File: src/rtl/tt_sweeper.sv
// Truth-table function block with registered direct evaluation and a self-characterisation sweep.
// Optional runtime-loadable table when TT_RUNTIME_LOAD_EN is defined.
module tt_sweeper #(
  parameter int unsigned             N_IN   = 3,
  parameter logic [(1<<N_IN)-1:0] TT     = 8'h31,
  parameter logic [(1<<N_IN)-1:0] EXPECT = TT
) (
  input  logic                   clk,
  input  logic                   reset,
  input  logic [N_IN-1:0]        in,
  input  logic                   in_valid,
  output logic                   out,
  output logic                   out_valid,
  input  logic                   start,
  output logic                   busy,
  output logic                   done,
  // 'table' is a reserved word, hence the prefix
  output logic [(1<<N_IN)-1:0]   tt_table,
  output logic                   pass
`ifdef TT_RUNTIME_LOAD_EN
  ,
  input  logic                   tt_load,
  input  logic [(1<<N_IN)-1:0]   tt_data
`endif
);

  localparam int unsigned W  = 1 << N_IN;
  localparam int unsigned IW = N_IN + 1;
  localparam logic [IW-1:0] IdxLast = IW'(W - 1);

  typedef enum logic [1:0] {StIdle, StSweep, StDone} state_e;

  state_e          state_q, state_d;
  logic [IW-1:0]   idx_q, idx_d;
  logic [W-1:0]    table_q, table_d;
  logic            pass_q, pass_d;
  logic            out_q, out_d;
  logic            out_valid_q, out_valid_d;
  logic [W-1:0]    tt_eff;

`ifdef TT_RUNTIME_LOAD_EN
  logic [W-1:0] tt_q, tt_d;

  // A load only lands at the edge, so a same-cycle evaluation still sees the old table.
  always_comb begin
    tt_d = tt_q;
    if (state_q == StIdle && tt_load) begin
      tt_d = tt_data;
    end
  end

  always_ff @(posedge clk or posedge reset) begin
    if (reset) begin
      tt_q <= TT;
    end else begin
      tt_q <= tt_d;
    end
  end

  assign tt_eff = tt_q;
`else
  assign tt_eff = TT;
`endif

  always_comb begin
    state_d     = state_q;
    idx_d       = idx_q;
    table_d     = table_q;
    pass_d      = pass_q;
    out_d       = out_q;
    out_valid_d = 1'b0;
    unique case (state_q)
      StIdle: begin
        if (start) begin
          state_d = StSweep;
          idx_d   = '0;
          table_d = '0;
          pass_d  = 1'b0;
        end else if (in_valid) begin
          out_d       = tt_eff[in];
          out_valid_d = 1'b1;
        end
      end
      StSweep: begin
        table_d[idx_q[N_IN-1:0]] = tt_eff[idx_q[N_IN-1:0]];
        idx_d = idx_q + 1'b1;
        if (idx_q == IdxLast) begin
          state_d = StDone;
          // Judge the final table now so pass is already valid alongside done.
          pass_d  = (table_d == EXPECT);
        end
      end
      StDone: begin
        state_d = StIdle;
      end
      default: begin
        state_d = StIdle;
      end
    endcase
  end

  always_ff @(posedge clk or posedge reset) begin
    if (reset) begin
      state_q     <= StIdle;
      idx_q       <= '0;
      table_q     <= '0;
      pass_q      <= 1'b0;
      out_q       <= 1'b0;
      out_valid_q <= 1'b0;
    end else begin
      state_q     <= state_d;
      idx_q       <= idx_d;
      table_q     <= table_d;
      pass_q      <= pass_d;
      out_q       <= out_d;
      out_valid_q <= out_valid_d;
    end
  end

  assign out       = out_q;
  assign out_valid = out_valid_q;
  assign busy      = (state_q == StSweep);
  assign done      = (state_q == StDone);
  assign tt_table  = table_q;
  assign pass      = pass_q;

endmodule
File: config.mk
export PLATFORM = sky130hd
export DESIGN_NAME = tt_sweeper
export DESIGN_NICKNAME = d
export VERILOG_FILES = /design/src/rtl/tt_sweeper.sv
export SDC_FILE = /design/constraint.sdc
export NUM_CORES = 1
export LEC_CHECK = 0
export ABC_AREA = 1
export CORE_UTILIZATION = 40
export CTS_CLUSTER_DIAMETER = 50
export DETAILED_ROUTE_END_ITERATION = 8
export GPL_TIMING_DRIVEN = 1
export PLACE_DENSITY = 0.63
export SYNTH_ARGS = -nofsm -noshare
export SYNTH_HDL_FRONTEND = slang
export SYNTH_SLANG_ARGS = --single-unit
File: constraint.sdc
create_clock -name clk -period 1.7 [get_ports clk]
set_clock_uncertainty 0.1 [all_clocks]
set_input_delay 0.17 -clock clk [delete_from_list [all_inputs] [get_ports clk]]
set_output_delay 0.17 -clock clk [all_outputs]
set_load 0.01 [all_outputs]
Word-level counts from Yosys, hierarchy flattened
Memory sizes are Yosys's and may differ from the RTL's. A register that Yosys moved wholly into a read port is not among the register bits. Cells that the tools add are included. W data, S select, Z words.

Register bits: 16. Latch bits: 0. Memory bits (writable): 0. Bits in read-only memories: 16. Bits of input ports: 7. Word-level logic and storage cells: 41. Memories kept: 2.

Memory list: (no name shown) (words 8, bits a word 1, read ports 1, clocked after memory_dff 0, wr ports 0, RTL line 85) `table_d[idx_q[N_IN-1:0]] = tt_eff[idx_q[N_IN-1:0]];`; (no name shown) (words 8, bits a word 1, read ports 1, clocked after memory_dff 1, wr ports 0, RTL line 80) `out_d = tt_eff[in];`.

Add/sub/neg operators: 1. Multipliers: 0. Divide/modulo/power cells: 0. Order comparisons: 2. Equal/unequal tests: 6. Shifts and indexed selects: 0. Multiplexer cells: 17. Bitwise logic cells: 1. Reductions and logical operators: 7.

Operators with widths (number): $pmux W8 S2 (1); $bwmux W8 (1); $eq A8 B6 Y1 const B (1); $mux W8 (1); $pmux W4 S2 (1); $mux W1 (7); $reduce_and A3 Y1 (2); $add A4 B1 Y4 const B (1); $eq A4 B3 Y1 const B (1); $lt A3 B4 Y1 const B (1); $mux W2 (2); $mux W4 (1); $pmux W2 S2 (1); $reduce_and A2 Y1 (2); $demux W1 S3 (1); $ge A3 B1 Y1 const B (1); $eq A2 B1 Y1 const B (1); $eq A2 B2 Y1 const B (1); $logic_not A2 Y1 (1); $ne A2 B1 Y1 const B (1); $ne A2 B2 Y1 const B (1); $pmux W1 S2 (1); $reduce_bool A2 Y1 (1); $logic_and A1 B1 Y1 (1); $not A1 Y1 (1).

Logic depth before layout (Yosys ltp)
Gate-level depths: netlist of run 1.

Depth in word-level cells: 8. Mapped depth: 10. Mapped depth without buffers: 9.

Worst setup path after synthesis of run 1
OpenSTA, ideal clock, no wires.

Path type: flip-flop to flip-flop. From: register idx_q[0]. To: register pass_q (netlist: pass). Setup time: 0.065 ns. Arrival time: 1.211 ns. Setup slack: 0.324 ns. Cell stages (with the launch flop): 11. Period minus slack after synthesis: 1.376 ns. Cell sequence: dfrtp_1 > clkbuf_8 > clkinv_2 > ha_1 > inv_1 > nand3_1 > nand2_1 > nand2_1 > nor2_2 > nand2_1 > nand2_1.

Cells in the longest elaborated chain, start to end: 8. Elaborated cells on any way between the ends: 14.

Ends and longest elaborated chain: from (decl) (RTL line 34) `logic [IW-1:0] idx_q, idx_d;`; from (signal assigned) (RTL line 112) `idx_q <= idx_d;`; $lt A3 B4 Y1 (not written as such) or $ge A3 B1 Y1 (tied branches) (RTL line 85); $logic_and A1 B1 Y1 (not written as such) (RTL line 85); $mux W1 (not written as such) (RTL line 85); $demux W1 S3 (RTL line 85); $bwmux W8 (RTL line 85); $eq A8 B6 Y1 (RTL line 90) `pass_d = (table_d == EXPECT);`; $mux W1 (RTL line 87) `if (idx_q == IdxLast) begin`; $pmux W1 S2 (RTL line 72) `unique case (state_q)`; to (signal assigned) (RTL line 114) `pass_q <= pass_d;`; to (decl) (RTL line 36) `logic pass_q, pass_d;`.

Several ways; a longest one is shown, not always the timed one. The select of a mux whose other input is x is not followed. A chain may end at the register's enable or synchronous reset.

Worst setup path after layout of run 1
From: register state_q[1]. To: output busy.

Cells in the longest elaborated chain, start to end: 1.

Ends and longest elaborated chain: from (decl) (RTL line 33) `state_e state_q, state_d;`; from (signal assigned) (RTL line 104) `state_q <= StIdle;`; from (signal assigned) (RTL line 111) `state_q <= state_d;`; $eq A2 B1 Y1 (RTL line 122) `assign busy = (state_q == StSweep);`; to (decl) (RTL line 15) `output logic busy,`.

No other way between the ends.

==> results of run 1 <==
## final cells by class
cell class	count	area share (%)
well taps	28	2.976
inverters	18	5.845
repair buffers	22	18.17
clock inverters	1	0.4251
flip-flops and latches	17	36.24
clock buffers	3	1.913
multi-input cells	77	34.43
## per-layer routing
metal | wire [um] | GRT usage [%] | up-vias
met2 | 812 | 26.44 | 15
li1 | - | - | 412
met5 | 0 | 0 | -
met1 | 966 | 25.14 | 331
met4 | 44 | 10.95 | 0
met3 | 45 | 1.852 | 4
## cell families (layout without fill, tap and decap cells)
group / count (synthesis) / count (layout) / share of synthesized area, %
adder cells (fa/ha/maj): 3 / 3 / 4.060
AO/OA/AOI/OAI: 15 / 15 / 9.337
buffers and inverters: 20 / 44 / 10.15
AND/OR/NAND/NOR: 59 / 59 / 30.45
flip-flops: 17 / 17 / 46.01
## power groups by stage
stage / Clock, uW / Combinational, uW / Sequential [uW]
global placement: 0 / 1010 / 697
detailed placement: 0 / 1020 / 699
global route: 240 / 1170 / 716
CTS: 225 / 1040 / 687
finish: 220 / 1030 / 688
floorplan: 0 / 735 / 680
## worst max path at each step
stage | start | end | slack, ps | cells after the start
2_1_floorplan | idx_q[0] | pass | 320 | 10
3_3_place_gp | state_q[1] | busy | 210 | 2
3_5_place_dp | state_q[1] | busy | 200 | 2
4_1_cts | state_q[0] | done | 60 | 2
5_1_grt | idx_q[0] | pass | 20 | 9
6_report | state_q[1] | busy | 120 | 3
## metrics by stage
stage / power [uW] / hold slack, ps / setup slack (ps) / area, um^2
final: 1942 / 70.79 / 117.5 / 1177
after global routing: 2128 / 140.1 / 24.06 / 1177
after CTS: 1949 / 73.13 / 64.61 / 1175
after detailed placement: 1723 / 370.0 / 195.3 / 1140
after global placement: 1709 / 376.5 / 207.5 / 1140
after floorplan: 1415 / -3.931 / 323.8 / 924.6
## flip-flops by register name (all words and copies together), names as in the netlist
register,flops
out_valid,1
idx_q,4
tt_table,8
pass,1
out,1
state_q,2
## worst register-to-register path, stage by stage, from the launching register on
cell      delay, ps
dfrtp_1         470
clkinv_2        170
ha_1            230
inv_1            90
nand3_1          90
nand2_1         100
nand2_1          70
nor2_2           70
nand2_1          50
nand2_1          50
## synth_stat cells (all sizes together)
library cell	n	area [um^2]
a21oi	2	10.01
a22o	1	8.760
buf	1	11.26
clkbuf	1	13.76
clkinv	1	5.000
dfrtp	17	425.4
ha	3	37.54
inv	17	63.81
nand2	33	128.9
nand3	12	65.06
nor2	13	82.58
nor3	1	5.000
o21ai	9	48.79
o22ai	3	18.77
## what timing repair did
action                                  CTS  global route
gates resized for setup                   2             1
setup buffers                             1             0
pin swaps                                 1             0
endpoints found under the setup margin    2             1
==> summary.txt, run 1 <==
outcome -> completed
multi-input logic area -> 405.4 um^2
fin. max-slew vios -> 0
sequential-to-total area share from yosys stat -> 46.01%
fillers -> 200
Port Buf Inserts -> 19
Internal -> 1062 uW
CP delay by family, top -> buffers and inverters
CP Buf/Inv Count -> 2
slowest stage delay, CP -> 410 ps
commonest cells after routing, fill and taps aside -> 31 x nand2_1, 17 x clkdlybuf4s50_1, 16 x dfrtp_1
crit end category -> primary output
Top Ports -> 20
Worst R2R Path Depth -> 9
cts hold-fix bufs -> 0
Fin. Hold Viols -> 0
worst-path cell chain -> buf_4, nor2_8, dlygate4sd2_1
worst path required time -> 1430 ps
CORE AREA -> 2191 um^2
relative max-transition margin -> 77.76%
number of global-route vias before repair -> 705
CP max stage cell -> dfrtp_2
Worst Setup Path Type -> reg2out
die footprint -> 2508 um^2
final net count -> 149
Pwr Density -> 1650 nW/um^2
GR Util All Layers -> 18.03%
Mapped Nets -> 124
WL final -> 1.869 mm
clk sinks -> 17
initial antenna violation count -> 0
clk root buf -> clkbuf_4
Final HPWL DP -> 1.408 mm
Seq pwr share -> 35.4%
switching part of the total -> 45.31%
final core utilization -> 53.74%
cell row count -> 17
Reg2Reg Setup Slack -> 180 ps
synthesized cell area -> 924.6 um^2
TritonCTS clock tree -> done
VDD IR max -> 0.0007586 V
commonest non-fill, non-tap cell in the layout -> nand2_1
HP Class -> in2async
crit start category -> register
Yosys reg bits -> 17
Reg area -> 426.7 um^2
TNS Setup -> 0 ps
post-synth cell types -> 22
Inserted Clock Buffers -> 3
Die W -> 50.08 um
Remaining DRCs -> 0
RSZ-0062 raised after global routing -> no
worst r2r dst -> pass
gp weighted congestion -> 0.9012
area delta synth->final -> 27.33%
mean post-synth cell area -> 8.111 um^2
Reg-to-Reg Start -> idx_q[0]
CP Max Fanout -> 9
largest net degree at the start of global routing -> 18
clock power share -> 11.3%
period utilization -> 93.09%
drt first pass iters -> 6
dpl cells -> 161
Longest Clk Path Bufs -> 2
Max Clock Freq -> 631.9 MHz
wire length per cell -> 11.26 um
Reg clk slew, reported paths -> 100 ps
global-route wire length before repair -> 3.284 mm
vias -> 762
vias per cell -> 4.590
logic gate share of total power -> 53.2%
non-filler instance count after layout -> 166
cells after synthesis -> 114
chip height -> 50.08 um
Yosys warnings -> 0
Leak Pwr -> 0.0005860 uW
GR Overflow Total -> 0
starting density of the core -> 42.20%
maxcap violations -> 0
antenna-violating nets left -> 0
CP arrival -> 1310 ps
H-tree depth -> 1
# setup viols final -> 0
Worst Max-Slew Pin Slew -> 333.6 ps
1st-iter DRT viols -> 12
min cycle time layout -> 1583 ps
Skew-Pair Late Insertion Delay -> 290 ps
ANT cells -> 0
share of cells above drive strength 1 -> 17.39%
P_sw -> 880.1 uW
Note: power is estimated with default switching activity, not from simulation.
==> run 2, diff against run 1 <==
- CELL_PAD_IN_SITES_DETAIL_PLACEMENT: not set -> 0
- CELL_PAD_IN_SITES_GLOBAL_PLACEMENT: not set -> 1
- CORE_UTILIZATION: 40 -> 36
- PLACE_DENSITY: 0.63 -> 0.76
==> run 2 against run 1 <==
Effect of this change: worst setup slack worse by 2.9 ps; die area is 11% higher; highest routed layer unchanged; critical path type unchanged; core utilization is 5.4 points lower.
==> summary.txt, run 2 (synthesis gave the netlist of run 1 again) <==
min cycle time layout -> 1585 ps (+2.867 ps)
wire length per cell -> 11.23 um (-0.25%)
worst-path cell chain -> buf_4, nor2_8, dlygate4sd2_1
cell row count -> 18 (+1)
Area after DPL -> 1150 um^2 (+0.88%)
Largest register FFs -> 8 (unchanged)
# setup viols final -> 0 (unchanged)
initial antenna violation count -> 0 (unchanged)
vias per cell -> 4.645 (+1.2%)
Top Ports -> 20 (unchanged)
Max Clock Freq -> 630.8 MHz (-0.18%)
Remaining DRCs -> 0 (unchanged)
largest net degree at the start of global routing -> 18 (unchanged)
crit start category -> register
GR Util All Layers -> 17.49% (-0.55 points)
CP arrival -> 1320 ps (about the same)
gp weighted congestion -> 0.8863 (-1.7%)
commonest cells after routing, fill and taps aside -> 31 x nand2_1, 17 x clkdlybuf4s50_1, 16 x dfrtp_1
starting density of the core -> 37.67% (-4.5 points)
Final HPWL DP -> 1.466 mm (+4.1%)
relative max-transition margin -> 76.97% (-0.79 points)
CP Max Fanout -> 9 (unchanged)
Longest Clk Path Bufs -> 2 (unchanged)
period utilization -> 93.26% (+0.17 points)
Pwr Density -> 1641 nW/um^2 (-0.54%)
fin. max-slew vios -> 0 (unchanged)
CP max stage cell -> dfrtp_2
commonest non-fill, non-tap cell in the layout -> nand2_1
TritonCTS clock tree -> done
Leak Pwr -> 0.0005880 uW (+0.34%)
slowest stage delay, CP -> 410 ps (about the same)
clk sinks -> 17 (unchanged)
Inserted Clock Buffers -> 3 (unchanged)
Worst Max-Slew Pin Slew -> 345.5 ps (+11.84 ps)
CORE AREA -> 2455 um^2 (+12%)
RSZ-0062 raised after global routing -> no
final net count -> 150 (+0.67%)
Skew-Pair Late Insertion Delay -> 280 ps (about the same)
Port Buf Inserts -> 19 (unchanged)
outcome -> completed
share of cells above drive strength 1 -> 17.27% (-0.13 points)
1st-iter DRT viols -> 10 (-2)
vias -> 785 (+3.0%)
Die W -> 52.68 um (+5.2%)
VDD IR max -> 0.0007694 V (+1.4%)
die footprint -> 2775 um^2 (+11%)
maxcap violations -> 0 (unchanged)
H-tree depth -> 1 (unchanged)
drt first pass iters -> 4 (-2)
clk root buf -> clkbuf_4
worst path required time -> 1430 ps (about the same)
TNS Setup -> 0 ps (unchanged)
crit end category -> primary output
ANT cells -> 0 (unchanged)
number of global-route vias before repair -> 729 (+3.4%)
HP Class -> in2async
Final Cell Area -> 1186 um^2 (+0.74%)
GR Overflow Total -> 0 (unchanged)
Fin. Hold Viols -> 0 (unchanged)
antenna-violating nets left -> 0 (unchanged)
chip height -> 52.68 um (+5.2%)
WL final -> 1.898 mm (+1.6%)
area delta synth->final -> 28.28%
Worst Setup Path Type -> reg2out
Reg clk slew, reported paths -> 100 ps (about the same)
global-route wire length before repair -> 3.381 mm (+3.0%)
-- run 2: cell type report --
type	count	area, um^2
inverter	18	68.82
clock buffer	4	26.28
multi-input combinational	77	405.4
tap	30	37.54
timing repair buffer	23	221.5
sequential	17	426.7
fill	247	1269
-- run 2: worst paths after layout --
path,from,end,slack [ps],cells past startpoint
max,state_q[1],busy,110,3
min,reset,tt_table[4],100,3
max reg2reg,idx_q[1],pass,210,7
min reg2reg,out,out,410,2
max in group asynchronous,reset,state_q[1],1190,3
min in group clk,in_valid,out_valid,320,3
-- run 2: metal layers --
metal  part of all wire, %  GRT usage [%]  up-vias
li1                      -              -      410
met2                    46          25.95       13
met3                   2.7          3.478        2
met5                     0              0        -
met1                    51          24.19      360
met4                  0.53          7.895        0
-- run 2: critical path, delay by kind of cell, from the launching register on --
kind / cells / cell delay, ps
buffers and inverters: 2 / 450
DFF: 1 / 410
and+or+nand+nor: 1 / 160
-- run 2: report_power, final --
part | leakage [uW] | switching (uW) | internal (uW)
registers | 0.000217 | 148 | 543
clock network | 0.0000150 | 124 | 91.1
logic | 0.000356 | 594 | 447
-- run 2: through the flow --
stage	setup slack, ps	hold slack, ps	util, %	total power (uW)	instances
after global placement	190.3	379.8	46.84	1742	164
after detailed placement	199.4	399.8	46.84	1745	164
final	114.6	101.3	48.32	1946	169
after floorplan	323.8	-3.931	-	1415	114
after CTS	50.57	99.08	48.22	1977	169
after global routing	36.32	115.6	48.32	2162	169
-- run 2: timing repair --
item                       in CTS  in global routing
pin swaps                       1                  0
setup buffers                   1                  0
resized for setup               2                  1
setup endpoints to repair       2                  1
hold buffers                    0                  0
==> run 3, diff against run 2 <==
- CORE_MARGIN: not set -> 2
- MAX_ROUTING_LAYER: not set -> met4
==> run 3 against run 2 <==
Effect of this change: sequential power barely moved; power rose by 0.32%; cell count did not move; via count rose by 0.25%; first-iteration DRC count rose by 10%; global-route usage fell by 1.6 points; die area rose by 7.7%.
==> summary.txt, run 3 (synthesis gave the netlist of run 1 again) <==
period utilization -> 96.37% (+3.1 points)
CP Max Fanout -> 3 (-6)
1st-iter DRT viols -> 11 (+1)
P_sw -> 879.3 uW (+1.6%)
largest net degree at the start of global routing -> 18 (unchanged)
Max Clock Freq -> 610.4 MHz (-3.2%)
fin. max-slew vios -> 0 (unchanged)
# setup viols final -> 0 (unchanged)
DR WL met2 -> 856 um (-1.8%)
HP Class -> in2async
Skew-Pair Late Insertion Delay -> 300 ps (+20 ps)
Largest register FFs -> 8 (unchanged)
Reg2Reg Setup Slack -> 240 ps (+30 ps)
switching part of the total -> 45.03% (+0.58 points)
GR Overflow Total -> 0 (unchanged)
crit end category -> primary output
Fin. Hold Viols -> 0 (unchanged)
Internal -> 1073 uW (-0.73%)
Reg-to-Reg Start -> idx_q[0]
global-route wire length before repair -> 3.215 mm (-4.9%)
gp weighted congestion -> 0.8855 (about the same)
CP arrival -> 1370 ps (+50 ps)
Longest Clk Path Bufs -> 2 (unchanged)
Leak Pwr -> 0.0005726 uW (-2.6%)
starting density of the core -> 37.67% (unchanged)
vias per cell -> 4.657 (+0.25%)
antenna-violating nets left -> 0 (unchanged)
cell row count -> 18 (unchanged)
number of global-route vias before repair -> 723 (-0.82%)
met3 routed WL -> 65 um (+27%)
clk sinks -> 17 (unchanged)
Worst Max-Slew Pin Slew -> 346.8 ps (+1.363 ps)
fillers -> 253 (+2.4%)
wire length per cell -> 11.25 um (+0.16%)
chip height -> 54.68 um (+3.8%)
WL final -> 1.901 mm (+0.16%)
vias -> 787 (+0.25%)
commonest cells after routing, fill and taps aside -> 31 x nand2_1, 18 x clkdlybuf4s50_1, 16 x dfrtp_1
cts hold-fix bufs -> 0 (unchanged)
Remaining DRCs -> 0 (unchanged)
commonest non-fill, non-tap cell in the layout -> nand2_1
power consumption -> 1952 uW (+0.32%)
maxcap violations -> 0 (unchanged)
Top Ports -> 20 (unchanged)
Worst R2R Path Depth -> 9 (+2)
relative max-transition margin -> 76.88% (-0.091 points)
Critical path origin -> state_q[0]
H-tree depth -> 1 (unchanged)
VDD IR max -> 0.0008263 V (+7.4%)
TritonCTS clock tree -> done
Worst path depth -> 2 (-1)
TNS Setup -> 0 ps (unchanged)
crit start category -> register
Worst Setup Path Type -> reg2out
Seq pwr share -> 35.3% (-0.2 points)
highest metal used -> met4
worst r2r dst -> pass
Pwr Density -> 1648 nW/um^2 (+0.42%)
RSZ-0062 raised after global routing -> no
GR Util All Layers -> 15.88% (-1.6 points)
Die W -> 54.68 um (+3.8%)
worst path required time -> 1430 ps (about the same)
Final HPWL DP -> 1.438 mm (-1.9%)
ANT cells -> 0 (unchanged)
area delta synth->final -> 28.15%
min cycle time layout -> 1638 ps (+52.95 ps)
Worst Setup EP -> done
CP max stage cell -> clkdlybuf4s50_1
share of cells above drive strength 1 -> 17.99% (+0.72 points)
slowest stage delay, CP -> 540 ps (+130 ps)
final net count -> 150 (unchanged)
Metal-1 WL -> 961 um (-0.21%)
clk root buf -> clkbuf_4
initial antenna violation count -> 0 (unchanged)
Port Buf Inserts -> 19 (unchanged)
worst-path cell chain -> nor2_1, clkdlybuf4s50_1
Inserted Clock Buffers -> 3 (unchanged)
CP delay by family, top -> buffers and inverters
CORE AREA -> 2455 um^2 (unchanged)
CP Buf/Inv Count -> 1 (-1)
logic gate share of total power -> 52.8% (-0.6 points)
drt first pass iters -> 4 (unchanged)
die footprint -> 2990 um^2 (+7.7%)
Reg clk slew, reported paths -> 110 ps (about the same)
clock power share -> 11.9% (+0.8 points)
outcome -> completed
-- run 3: cell count changes in the layout (fill, tap and decap cells not counted) --
cell and change:
dlymetal6s2s_1 -1, clkinv_2 +1, clkdlybuf4s50_1 +1, clkbuf_1 -1
-- run 3: worst min-delay path, stage by stage --
cell             delay (ps)
clkdlybuf4s50_1         400
inv_1                    60
buf_4                   250
-- run 3: worst min path at each step --
stage	startpoint	to	depth (start not counted)
finish	reset	tt_table[4]	3
global route	reset	tt_table[7]	3
CTS	reset	tt_table[4]	3
detailed placement	pass	pass	2
global placement	out	out	2
floorplan	reset	idx_q[0]	1
-- run 3: layout make-up --
class | instances | area [um^2] | share of cell area, %
sequential | 17 | 426.7 | 36.01
multi-input combinational | 77 | 405.4 | 34.21
timing repair buffer | 23 | 219.0 | 18.48
inverter | 18 | 68.82 | 5.808
tap | 30 | 37.54 | 3.168
clock buffer | 3 | 22.52 | 1.901
clock inverter | 1 | 5.005 | 0.4224
-- run 3: power groups by stage --
stage          clock, uW  sequential [uW]  combinational, uW
2_1_floorplan          0              680                735
3_3_place_gp           0              700               1040
3_5_place_dp           0              705               1030
4_1_cts              235              691               1040
5_1_grt              252              716               1180
6_report             233              690               1030
-- run 3: timing repair --
item	in CTS	in global routing
setup buffers	1	0
resized for setup	2	0
setup endpoints to repair	2	0
-- run 3: layer usage --
| metal | vias to the layer above | track usage (%) |
|---|---|---|
| li1 | 413 | - |
| met1 | 361 | 21.69 |
| met2 | 11 | 22.42 |
| met3 | 2 | 3.825 |
| met4 | 0 | 6.250 |
| met5 | - | - |
-- run 3: metrics by stage --
step / hold slack [ps] / instances / instance area, um^2 / utilization, % / setup slack, ps
floorplan: -3.931 / 114 / 924.6 / - / 323.8
global placement: 379.7 / 164 / 1150 / 46.84 / 188.6
detailed placement: 366.9 / 164 / 1150 / 46.84 / 202.0
CTS: 105.2 / 169 / 1185 / 48.27 / 49.95
global route: 114.6 / 169 / 1185 / 48.27 / 13.26
finish: 93.12 / 169 / 1185 / 48.27 / 61.67
